## src/rtl/nv_ram_pdp_256x11_fifo_ctrl.sv

```systemverilog
// Initiator-side controller for the 256x11 pseudo-dual-port RAM. It converts push/pop handshakes into
// RAM port cycles and hides the 1-cycle read latency behind a 2-entry skid. Optional: IDLE_SLEEP_EN.
module nv_ram_pdp_256x11_fifo_ctrl #(
   parameter int AW          = 8,
   parameter int DW          = 11,
   parameter int SLEEP_IDLE  = 16,
   parameter int WAKE_CYCLES = 2
) (
   input  logic          nvdla_core_clk,
   input  logic          nvdla_core_rstn,
   input  logic          wr_pvld,
   output logic          wr_prdy,
   input  logic [DW-1:0] wr_pd,
   output logic          rd_pvld,
   input  logic          rd_prdy,
   output logic [DW-1:0] rd_pd,
   output logic          ram_we,
   output logic [AW-1:0] ram_wa,
   output logic [DW-1:0] ram_wd,
   output logic          ram_re,
   output logic [AW-1:0] ram_ra,
   input  logic [DW-1:0] ram_rd,
   output logic [7:0]    ram_sleep_en,
   output logic          ram_ret_en,
   output logic [AW:0]   fifo_count
);

   localparam logic [AW:0] DEPTH = {1'b1, {AW{1'b0}}};

   if (SLEEP_IDLE < 1 || WAKE_CYCLES < 1) begin : g_bad_cfg
      $error("SLEEP_IDLE and WAKE_CYCLES must both be at least 1");
   end

   logic [AW-1:0] wr_ptr_q, wr_ptr_d;
   logic [AW-1:0] rd_ptr_q, rd_ptr_d;
   logic [AW:0]   ram_cnt_q, ram_cnt_d;
   logic [AW:0]   cnt_q, cnt_d;
   logic [DW-1:0] skid0_q, skid0_d;
   logic [DW-1:0] skid1_q, skid1_d;
   logic [1:0]    skid_cnt_q, skid_cnt_d;
   logic          inflight_q, inflight_d;
   logic          active;
   logic          accept;
   logic          pop;
   logic          issue;
   logic [2:0]    occ;

`ifdef IDLE_SLEEP_EN
   localparam int IW = $clog2(SLEEP_IDLE + 1);
   localparam int WW = $clog2(WAKE_CYCLES + 1);

   typedef enum logic [1:0] {
      ST_ACTIVE = 2'd0,
      ST_SLEEP  = 2'd1,
      ST_WAKE   = 2'd2
   } state_e;

   state_e        state_q, state_d;
   logic [IW-1:0] idle_q, idle_d;
   logic [WW-1:0] wake_q, wake_d;

   always_comb begin
      state_d = state_q;
      idle_d  = idle_q;
      wake_d  = wake_q;
      case (state_q)
         ST_ACTIVE: begin
            if (cnt_q == '0 && !wr_pvld) begin
               if (idle_q == IW'(SLEEP_IDLE - 1)) begin
                  state_d = ST_SLEEP;
                  idle_d  = '0;
               end else begin
                  idle_d = idle_q + 1'b1;
               end
            end else begin
               idle_d = '0;
            end
         end
         ST_SLEEP: begin
            if (wr_pvld) begin
               state_d = ST_WAKE;
               wake_d  = '0;
            end
         end
         ST_WAKE: begin
            if (wake_q == WW'(WAKE_CYCLES - 1)) begin
               state_d = ST_ACTIVE;
            end else begin
               wake_d = wake_q + 1'b1;
            end
         end
         default: state_d = ST_ACTIVE;
      endcase
   end

   always_ff @(posedge nvdla_core_clk or negedge nvdla_core_rstn) begin
      if (!nvdla_core_rstn) begin
         state_q <= ST_ACTIVE;
         idle_q  <= '0;
         wake_q  <= '0;
      end else begin
         state_q <= state_d;
         idle_q  <= idle_d;
         wake_q  <= wake_d;
      end
   end

   assign active       = (state_q == ST_ACTIVE);
   assign ram_sleep_en = (state_q == ST_SLEEP) ? 8'hFF : 8'h00;
   assign ram_ret_en   = (state_q == ST_SLEEP);
`else
   assign active       = 1'b1;
   assign ram_sleep_en = 8'h00;
   assign ram_ret_en   = 1'b0;
`endif

   // A read issued this cycle only returns next cycle, so count it against skid space now.
   always_comb begin
      wr_prdy = active && (ram_cnt_q < DEPTH);
      accept  = wr_pvld && wr_prdy;
      rd_pvld = (skid_cnt_q != 2'd0);
      rd_pd   = skid0_q;
      pop     = rd_pvld && rd_prdy;
      occ     = {1'b0, skid_cnt_q} + {2'b00, inflight_q} - {2'b00, pop};
      issue   = active && (ram_cnt_q != '0) && (occ < 3'd2);
      ram_we  = accept;
      ram_wa  = wr_ptr_q;
      ram_wd  = wr_pd;
      ram_re  = issue;
      ram_ra  = rd_ptr_q;
   end

   always_comb begin
      wr_ptr_d   = accept ? wr_ptr_q + 1'b1 : wr_ptr_q;
      rd_ptr_d   = issue ? rd_ptr_q + 1'b1 : rd_ptr_q;
      inflight_d = issue;
      ram_cnt_d  = ram_cnt_q;
      if (accept && !issue) begin
         ram_cnt_d = ram_cnt_q + 1'b1;
      end else if (!accept && issue) begin
         ram_cnt_d = ram_cnt_q - 1'b1;
      end
      cnt_d = cnt_q;
      if (accept && !pop) begin
         cnt_d = cnt_q + 1'b1;
      end else if (!accept && pop) begin
         cnt_d = cnt_q - 1'b1;
      end
   end

   // Pop retires the head first, then returning RAM data lands in the first free slot.
   always_comb begin
      skid0_d    = skid0_q;
      skid1_d    = skid1_q;
      skid_cnt_d = skid_cnt_q;
      if (pop) begin
         skid0_d    = skid1_q;
         skid_cnt_d = skid_cnt_q - 2'd1;
      end
      if (inflight_q) begin
         if (skid_cnt_d == 2'd0) begin
            skid0_d = ram_rd;
         end else begin
            skid1_d = ram_rd;
         end
         skid_cnt_d = skid_cnt_d + 2'd1;
      end
   end

   always_ff @(posedge nvdla_core_clk or negedge nvdla_core_rstn) begin
      if (!nvdla_core_rstn) begin
         wr_ptr_q   <= '0;
         rd_ptr_q   <= '0;
         ram_cnt_q  <= '0;
         cnt_q      <= '0;
         skid0_q    <= '0;
         skid1_q    <= '0;
         skid_cnt_q <= 2'd0;
         inflight_q <= 1'b0;
      end else begin
         wr_ptr_q   <= wr_ptr_d;
         rd_ptr_q   <= rd_ptr_d;
         ram_cnt_q  <= ram_cnt_d;
         cnt_q      <= cnt_d;
         skid0_q    <= skid0_d;
         skid1_q    <= skid1_d;
         skid_cnt_q <= skid_cnt_d;
         inflight_q <= inflight_d;
      end
   end

   assign fifo_count = cnt_q;

endmodule

```

## config.mk

```make
export PLATFORM = sky130hd
export DESIGN_NAME = nv_ram_pdp_256x11_fifo_ctrl
export DESIGN_NICKNAME = d
export VERILOG_FILES = /design/src/rtl/nv_ram_pdp_256x11_fifo_ctrl.sv
export SDC_FILE = /design/constraint.sdc
export NUM_CORES = 1
export LEC_CHECK = 0
export BUFFER_PORTS_ARGS = -buffer_cell sky130_fd_sc_hd__buf_4
export CAP_MARGIN = 25
export CORE_UTILIZATION = 50
export DETAILED_ROUTE_END_ITERATION = 7
export PLACE_DENSITY = 0.72
export SLEW_MARGIN = 30
export SYNTH_ARGS = -nofsm -noshare
export SYNTH_HDL_FRONTEND = slang
export SYNTH_SLANG_ARGS = --single-unit
```

## constraint.sdc

```tcl
create_clock -name nvdla_core_clk -period 12.4 [get_ports nvdla_core_clk]
set_input_delay 2.48 -clock nvdla_core_clk [delete_from_list [all_inputs] [get_ports nvdla_core_clk]]
set_output_delay 2.48 -clock nvdla_core_clk [all_outputs]
set_load 0.02 [all_outputs]
```

* After elaboration in Yosys (flattened, before gate mapping)
Index checks and enable logic that the tools add are counted.
Storage, ports and cells: input port bits 26, register bits 59, output and inout bits 60
Cells by class: bitwise operators 1, $add $sub $neg 10, magnitude comparators 2, reductions and logical operators 16, muxes and demuxes 9
Operator list (count):
- $mux 9 | 4
- $mux 11 | 3
- $add 9x1->9 const B | 2
- $sub 9x1->9 const B | 2
- $add 8x1->8 const B | 2
- $lt 9x9->1 const B | 1
- $reduce_bool 9->1 | 1
- $logic_and 1x1->1 | 7
- $reduce_bool 2->1 | 3
- $mux 2 | 2
- $add 2x1->3 | 1
- $logic_not 1->1 | 3
- $lt 3x2->1 const B | 1
- $sub 3x1->3 | 1
- $add 2x1->2 const B | 1
- $logic_not 2->1 | 1
- $reduce_and 2->1 | 1
- $sub 2x1->2 const B | 1
- $not 1->1 | 1

* Longest topological paths before layout
Gate-level depths: netlist of run 1.
depth in word-level cells 8, depth in mapped cells 19

* Worst setup path after synthesis of run 1
OpenSTA, ideal clock, no wires.
kind in2out, start point in rd_prdy, end point out ram_re, setup slack 5.624 ns, stages on the path 9, data required time 9.920 ns, path buffers 1, arrival time 4.296 ns, cells stage by stage nand2_1 -> buf_2 -> inv_1 -> ha_1 -> nand2b_1 -> fa_1 -> xnor2_1 -> nand3_2 -> inv_2
Between the ends: cells in the longest elaborated chain, start to end 4
Ends and longest elaborated chain:
- from (decl) | RTL line 15 | input logic rd_prdy,
- $logic_and 1x1->1 | RTL line 123 | pop = rd_pvld && rd_prdy;
- $sub 3x1->3 | RTL line 124 | occ = {1'b0, skid_cnt_q} + {2'b00, inflight_q} - {2'b00, pop};
- $lt 3x2->1 | RTL line 125 | issue = active && (ram_cnt_q != '0) && (occ < 3'd2);
- $logic_and 1x1->1 | RTL line 125
- to (decl) | RTL line 20 | output logic ram_re,
No other way between the ends.

* Worst setup path in the final report of run 1
Same ends and word-level chain as after synthesis.

==> metrics.yaml, run 1 <==
status: "finished, violations left"
violations: "design-rule violations"
post_cts_resized: 0
end_kind: "output pin"
cts.htree.levels: 3
ir_drop_mv: 0.1828
synth_top_area_share_pct: 44.13
cap_viol_max_count: 0
numPortBuffers: 54
hpwl_um: 4227
slew_viol_final: 0
ys_async_sr_fraction_pct: 100.0
gp_routability_congestion: 0.7647
max_slew_margin_pct: 44.81
die_w_um: 83.80
rsz0062_at_grt: "no"
overflow: 0
core_um2: 6422
cts_tree: "done"
synthDistinctLibCells: 44
synth.cell_area_um2: 3346
grt_pass1_vias: 2244
finalCriticalPeriod_ps: 7275
critPathMaxFanout: 16
grt_max_degree: 60
fp.dieH_um: 83.80
synth_ff_type: "dfrtp_1"
post-route-cell-area_um2: 3871
rows: 29
cp.buffers_inverters: 4
routedWlPerCell_um: 13.14
syn_inst: 324
antenna_found_initial: 0
powerDensity_nw_per_um2: 347.0
yosysWarnings: 0
cts_buffers: 9
drtIter0Drc: 91
layout_common_cells: "59 x dfrtp_1, 54 x buf_4, 37 x nand2_1, 25 x o21ai_0, 21 x ha_1"
cp-start-kind: "input pin"
syn_to_final_growth_pct: 15.71
worst_slack_ps: 5125
crit_chain: "buf_4 > nand2_1 > inv_1 > ha_1 > nand2b_1 > fa_1 > xnor2_1 > nand3_2 > inv_2 > buf_4"
tns_ps: 0
wirelength_um: 5898
cts_buffer_depth: 2
postCtsSetupRepairBufs: 0
place_area_um2: 3691
synth.largest_area_cell: "dfrtp_1"
cts.clk_slew.worst_paths_ps: 70
avgSynthCellArea_um2: 10.33
crit_slowest_cell: "nand2_1"
routed-via-count: 2360
hp-class: "reg2reg"
drive_above_1_share_pct: 24.46
hold_buffers: 0
cpPeakStageDelay_ps: 600
via_per_inst: 5.256
crit_required_ps: 9920
crit_family: "simple AND/OR/NAND/NOR gates"
power.leakage_nw: 1.831
die_area_um2: 7022
ys_top_cells_by_area: "dfrtp_1 44%, ha_1 7.9%, xnor2_1 4.7%"
ios: 86
ant_nets: 0
final_common_cell: "dfrtp_1"
critPathMostFrequentCell: "buf_4"
finalHoldViolCount: 0
cp.arrival_ps: 4790
ys_seq_area_share_pct: 44.13
root_buffer: "clkbuf_8"
ys_ff_latch: 59
route.detailed.drc: 10
skew_ps: 5.745
dp.cells: 434
setup_violations: 0
fmaxAchievable_mhz: 137.5
grt_pass1_wl_um: 10110
post-route-period-util_pct: 58.67
synth_edf_count: 0
fin_cells: 449
clk_latency_ps: 330
fin_nets: 418
dr.pass1.iters: 6
initial_core_util_pct: 52.09
path_class: "in2out"
num_antenna_cells: 0
place_ws_ps: 5115
tightest_slew_ps: 825.9
grtUsageTotal_pct: 18.29
cts_sinks: 59
-- area by class of cell --
class / instances / area (µm²)
fill: 576 / 2551
multi-input combinational: 230 / 1663
sequential: 59 / 1476
timing repair buffer: 54 / 405.4
clock buffer: 11 / 151.4
tap: 77 / 96.34
inverter: 14 / 52.55
clock inverter: 4 / 26.28
-- worst paths after layout --
check	endpoint	depth (start not counted)	slack, ps	from
setup / recovery	ram_re	10	5130	rd_prdy
hold / removal	ram_wa[7]	1	480	ram_wa[7]
setup reg to reg	ram_cnt_q[5]	18	7880	skid_cnt_q[1]
hold reg to reg	ram_wa[7]	1	480	ram_wa[7]
max in group asynchronous	fifo_count[0]	1	9710	nvdla_core_rstn
min in group asynchronous	ram_cnt_q[7]	1	2200	nvdla_core_rstn
-- routing by layer --
layer,share of wire (%),routed length [µm],global-route usage (%),vias to the layer above
met5,0,0,0,-
met4,1.5,91,7.053,0
met3,4.4,257,5.045,11
met2,48,2813,28.54,47
met1,46,2736,24.28,1124
li1,-,-,-,1178
-- cells by family after synthesis --
kind of cell,share of synthesized area (%)
other,0.1121
adder cells (fa/ha/maj),9.648
XOR/XNOR,8.115
buffers and inverters,7.143
multiplexers,8.265
flip-flops,44.13
AND/OR/NAND/NOR,10.70
AO/OA/AOI/OAI,11.89
-- synthesized netlist by cell type, drive strengths merged, types with 3 or more instances --
library cell  count
a211oi            3
ha               21
mux2             13
xnor2            18
mux2i            13
buf              22
clkbuf            7
nand2b            6
a31oi             4
nor2             11
dfrtp            59
inv              14
nand4             3
o21ai            28
nand2            37
nor3              7
o211ai            3
and3              3
nand3             6
a21oi            14
xor2             13
fa                3
-- state kept, by name (all words and copies together) (netlist names) --
signal,flops
rd_pd,11
inflight_q,1
ram_wa,8
fifo_count,9
skid_cnt_q,2
ram_ra,8
skid1_q,11
ram_cnt_q,9
-- through the flow --
step	hold WS [ps]	power, mW	util (%)
after floorplan	478.1	0.9896	-
after global placement	467.8	1.172	57.47
after detailed placement	472.9	1.193	57.47
after CTS	482.2	1.355	60.24
after global routing	513.9	1.475	60.28
final	475.8	1.343	60.28
-- worst reg2reg max path: cells and delay by family (launching register included) --
family	cells	cell delay [ps]
AOI/OAI and AO/OA	4	760
xor gates and xnor gates	2	350
buffers and inverters	4	490
DFF	1	450
adders and majority gates	5	1390
and+or+nand+nor	3	940
-- where the power goes --
| part | switching [mW] | internal (mW) | leakage (nW) | total (mW) |
|---|---|---|---|---|
| Combinational | 0.450 | 0.367 | 1.02 | 0.817 |
| Clock | 0.0751 | 0.0818 | 0.0912 | 0.157 |
| Sequential | 0.0765 | 0.293 | 0.719 | 0.370 |
| Total | 0.602 | 0.742 | 1.83 | 1.34 |
Note: power is estimated with default switching activity, not from simulation.
==> run 2, diff against run 1 <==
- CORE_UTILIZATION: 50 -> 48
- clock period: 12.4 -> 6 ns (I/O delays scaled with it)
==> run 2 against run 1 <==
The run now ends clean. Cell count grew 1.1%. Register-to-register slack got worse by 6000 ps. Non-clock buffer count is 1 higher. Critical path depth increased by 1. Global-route usage down 0.15 points. Count of clock-buffer cells in the layout is 1 higher. Worst hold slack got worse by 2.8 ps. Die area increased by 4.1%. Setup slack lost 3600 ps. Clock power grew 140%. Combinational power increased by 110%. Critical path type unchanged.
==> metrics.yaml, run 2 (synthesis results as in run 1) <==
slew_viol_final: 0  # unchanged
crit_required_ps: 4800  # -5120 ps
fin_nets: 419  # +0.24%
cts.clk_slew.worst_paths_ps: 60  # about the same
via_per_inst: 5.178  # -1.5%
crit_family: "buffers and inverters"
r2r_cells: 19  # +1
met3_usage_pct: 4.475  # -0.57 points
tightest_slew_ps: 735.4  # -90.48 ps
numPortBuffers: 54  # unchanged
place_area_um2: 3702  # +0.31%
cts_tree: "done"
dr.pass1.iters: 4  # -2
status: "finished clean"
overflow: 0  # unchanged
die_area_um2: 7308  # +4.1%
setup_violations: 0  # unchanged
post-route-period-util_pct: 73.76
r2r-end: "ram_cnt_q[5]"
min_to: "ram_wa[7]"
crit_chain: "buf_4 > nand2_1 > buf_4 > inv_1 > ha_1 > nand2b_1 > fa_1 > xnor2_1 > nand3_2 > inv_2 > buf_4"
initial_core_util_pct: 49.52  # -2.6 points
cap_viol_max_count: 0  # unchanged
core_um2: 6756  # +5.2%
routedWlPerCell_um: 13.17  # +0.26%
cp-start-kind: "input pin"
end_kind: "output pin"
grt_pass1_vias: 2254  # +0.45%
cp.arrival_ps: 3230  # -1560 ps
wirelength_um: 5979  # +1.4%
postCtsSetupRepairBufs: 0  # unchanged
met1_usage_pct: 23.02  # -1.3 points
fp.dieH_um: 85.49  # +2.0%
cpPeakStageDelay_ps: 380  # -220 ps
r2r_start: "skid_cnt_q[0]"
root_buffer: "clkbuf_8"
clk_latency_ps: 330  # about the same
path_class: "in2out"
rrSetupSlack_ps: 1880  # -6000 ps
cts.htree.levels: 3  # unchanged
ir_drop_mv: 0.3274  # +79%
skew_ps: 6.320  # +0.5743 ps
critPathMostFrequentCell: "buf_4"
cp.buffers_inverters: 5  # +1
route.detailed.drc: 0  # -10
finalHoldViolCount: 0  # unchanged
fmaxAchievable_mhz: 225.9
finalCriticalPeriod_ps: 4426
ant_nets: 0  # unchanged
rsz0062_at_grt: "no"
whs_ps: 473.0  # -2.772 ps
hp-class: "reg2reg"
gp_routability_congestion: 0.8273  # +8.2%
cts_sinks: 59  # unchanged
worstSetupStartpoint: "rd_prdy"
cts_buffer_depth: 2  # unchanged
crit_slowest_cell: "fa_1"
rows: 30  # +3.4%
hold_buffers: 0  # unchanged
drive_above_1_share_pct: 24.60  # +0.14 points
syn_to_final_growth_pct: 16.83
max_slew_margin_pct: 50.97  # +6.2 points
layout_common_cells: "59 x dfrtp_1, 55 x buf_4, 37 x nand2_1, 25 x o21ai_0, 21 x ha_1"
powerDensity_nw_per_um2: 725.3  # +110%
grtUsageMet2_pct: 29.24  # +0.70 points
post_cts_resized: 0  # unchanged
ios: 86  # unchanged
tns_ps: 0  # unchanged
die_w_um: 85.49  # +2.0%
drtIter0Drc: 68  # -25%
hpwl_um: 4095  # -3.1%
num_antenna_cells: 0  # unchanged
antenna_found_initial: 0  # unchanged
routed-via-count: 2351  # -0.38%
critPathMaxFanout: 16  # unchanged
power.leakage_nw: 1.851  # +1.1%
post-route-cell-area_um2: 3909  # +0.97%
holdPathStages: 1  # unchanged
grt_max_degree: 60  # unchanged
final_common_cell: "dfrtp_1"
hp-start: "ram_wa[7]"
grtUsageTotal_pct: 18.14  # -0.15 points
busiest_layer: "met2"
grt_pass1_wl_um: 10340  # +2.3%
cts_buffers: 9  # unchanged
## run 2: layout make-up
cell class | instances | area [µm²]
Tap cell | 80 | 100.1
Timing Repair Buffer | 55 | 412.9
Inverter | 14 | 52.55
Fill cell | 571 | 2848
Multi-Input combinational cell | 230 | 1663
Clock buffer | 12 | 155.1
Clock inverter | 4 | 48.80
Sequential cell | 59 | 1476
## run 2: stage by stage
stage                     setup slack (ps)  std cells  total power [mW]  utilization (%)
after floorplan                       1528        332             2.045                -
after global placement                1400        438             2.419            54.80
after detailed placement              1310        438             2.468            54.80
after CTS                             1572        454             2.855            57.81
after global routing                  1360        454             3.101            57.85
final                                 1574        454             2.835            57.85
## run 2: metal layers
metal | vias to the layer above | wire length (µm) | share of wire (%)
met2 | 52 | 2886 | 48
li1 | 1185 | - | -
met4 | 0 | 106 | 1.8
met3 | 10 | 226 | 3.8
met5 | - | 0 | 0
met1 | 1104 | 2759 | 46
## run 2: worst max path at each step
stage,end,slack [ps],cells past startpoint
finish,ram_re,1570,11
global route,ram_cnt_q[7],1360,17
CTS,ram_re,1570,11
detailed placement,ram_cnt_q[5],1310,17
global placement,ram_cnt_q[5],1400,17
floorplan,ram_cnt_q[5],1530,16
## run 2: worst reg2reg max path: cells and delay by family, from the launching register on
kind	cells	cell delay, ps
buffers and inverters	5	710
AOI/OAI and AO/OA	4	750
adders and majority gates	5	1400
xor gates and xnor gates	2	340
DFF	1	400
and+or+nand+nor	3	410
## run 2: power breakdown
group / switching (mW) / total, mW / internal (mW)
clock: 0.155 / 0.369 / 0.214
sequential: 0.157 / 0.762 / 0.606
combinational: 0.942 / 1.70 / 0.761
total: 1.25 / 2.84 / 1.58
==> run 3, diff against run 2 <==
- clock period: 6 -> 3.8 ns (I/O delays scaled with it)
==> run 3 against run 2 <==
Flip-flop and latch count did not move. Cell count rose by 0.88%. Via count grew 2.0%. Clock skew is 1.6 ps higher. Cell area is 2.1% higher. Worst hold slack got worse by 5.2 ps. Global-route usage grew 0.81 points. Sequential share of layout area is 0.74 points lower. Critical path type is now reg2reg.
==> metrics.yaml, run 3 (synthesis results as in run 1) <==
status: "finished clean"
max_slew_margin_pct: 50.87  # -0.11 points
finalHoldViolCount: 0  # unchanged
routedWlPerCell_um: 13.87  # +5.3%
via_per_inst: 5.236  # +1.1%
r2r_start: "skid_cnt_q[1]"
gp_routability_congestion: 0.8563  # +3.5%
wirelength_um: 6352  # +6.2%
grtUsageTotal_pct: 18.95  # +0.81 points
layout_common_cells: "59 x buf_4, 58 x dfrtp_1, 36 x nand2_1, 24 x o21ai_0, 21 x ha_1"
fp.dieH_um: 85.49  # unchanged
multiInputGateArea_um2: 1668  # +0.30%
cp.buffers_inverters: 4  # -1
route.detailed.drc: 0  # unchanged
die_area_um2: 7308  # unchanged
cts_tree: "done"
hpwl_um: 4516  # +10%
ios: 86  # unchanged
worstSetupStartpoint: "skid_cnt_q[1]"
tns_ps: 0  # unchanged
num_antenna_cells: 0  # unchanged
end_kind: "flop"
dr.pass1.iters: 4  # unchanged
hold_buffers: 0  # unchanged
antenna_found_initial: 0  # unchanged
crit_slowest_cell: "a2111oi_0"
cts_sinks: 59  # unchanged
numPortBuffers: 54  # unchanged
critPathMaxFanout: 8  # -8
m1WireLength_um: 2991  # +8.4%
cts_buffer_depth: 2  # unchanged
drive_above_1_share_pct: 26.46  # +1.9 points
clk_latency_ps: 340  # about the same
cp.arrival_ps: 3710  # +480 ps
crit_required_ps: 4010  # -790 ps
die_w_um: 85.49  # unchanged
grt_pass1_vias: 2327  # +3.2%
hp-class: "in2async"
finalCriticalPeriod_ps: 3499
cp-start-kind: "flop"
skew_ps: 7.894  # +1.574 ps
cap_viol_max_count: 0  # unchanged
setup_violations: 0  # unchanged
path_class: "reg2reg"
initial_core_util_pct: 49.52  # unchanged
rsz0062_at_grt: "no"
overflow: 0  # unchanged
highest_layer: "met4"
core_um2: 6756  # unchanged
postCtsSetupRepairBufs: 0  # unchanged
fin_nets: 423  # +0.95%
crit_family: "adder cells"
syn_to_final_growth_pct: 19.26
post-route-period-util_pct: 92.09
route.met2.wl_um: 3037  # +5.2%
cts.clk_slew.worst_paths_ps: 70  # about the same
cts.htree.levels: 3  # unchanged
met3WireLength_um: 225  # -0.44%
slew_viol_final: 0  # unchanged
crit_chain: "inv_1 > ha_1 > inv_1 > nand2_2 > inv_1 > ha_1 > nand2b_1 > fa_1 > xnor2_1 > nand3_2 > ha_1 > inv_2 > ha_1 > a2111oi_0 > a21oi_1 > a31oi_1 > o31ai_1"
root_buffer: "clkbuf_8"
final_common_cell: "buf_4"
cpPeakStageDelay_ps: 500  # +120 ps
drtIter0Drc: 94  # +38%
grt_pass1_wl_um: 10780  # +4.3%
tightest_slew_ps: 737.0  # +1.599 ps
regArea_um2: 1478  # about the same
critPathMostFrequentCell: "ha_1"
routed-via-count: 2398  # +2.0%
final.fill_count: 573  # +0.35%
grt_max_degree: 60  # unchanged
fmaxAchievable_mhz: 285.8
ant_nets: 0  # unchanged
rows: 30  # unchanged
cts_buffers: 9  # unchanged
## run 3: cell count changes in the layout (fill, tap and decap cells not counted), sizes merged
cell and delta:
buf +4, bufinv +2, clkbuf -2, clkinv -2, clkinvlp +1, inv +1
## run 3: path summary, 6_finish.rpt
check	end	slack [ps]	depth (start not counted)
worst max-delay path	ram_cnt_q[7]	300	17
worst min-delay path	skid1_q[1]	470	1
worst min register to register	ram_ra[7]	480	1
min in group nvdla_core_clk	ram_ra[7]	480	1
max in group asynchronous	skid_cnt_q[1]	2780	1
worst max register to register	ram_cnt_q[7]	300	17
## run 3: layout make-up
class	instances	area share [%]
clock inverter	6	2.791
tap	80	2.509
multi-input combinational	230	41.80
inverter	14	1.317
clock buffer	10	3.449
sequential	59	37.03
timing repair buffer	59	11.10
## run 3: metal layers
metal	GRT usage [%]	vias to the layer above
met1	24.39	1153
met4	7.273	0
met5	0	-
met2	30.84	42
li1	-	1194
met3	4.767	9
## run 3: through the flow
stage	setup slack, ps	instances	instance area (µm²)	hold WS (ps)	util, %
floorplan	22.70	332	3385	464.4	-
global placement	168.7	442	3735	459.9	55.28
detailed placement	89.97	442	3735	468.3	55.28
CTS	239.7	458	3984	482.6	58.96
global route	18.50	458	3990	512.7	59.06
finish	300.7	458	3990	467.9	59.06
## run 3: timing repair
| item | in CTS | in global routing |
|---|---|---|
| gates resized for setup | 0 | 3 |
| endpoints found under the hold margin | 0 | 0 |
| endpoints found under the setup margin | 0 | 3 |
Power of run 3 is left out: the tool's default activity adds up to more than one toggle a clock period on the data nets, which glitch-free logic cannot reach.
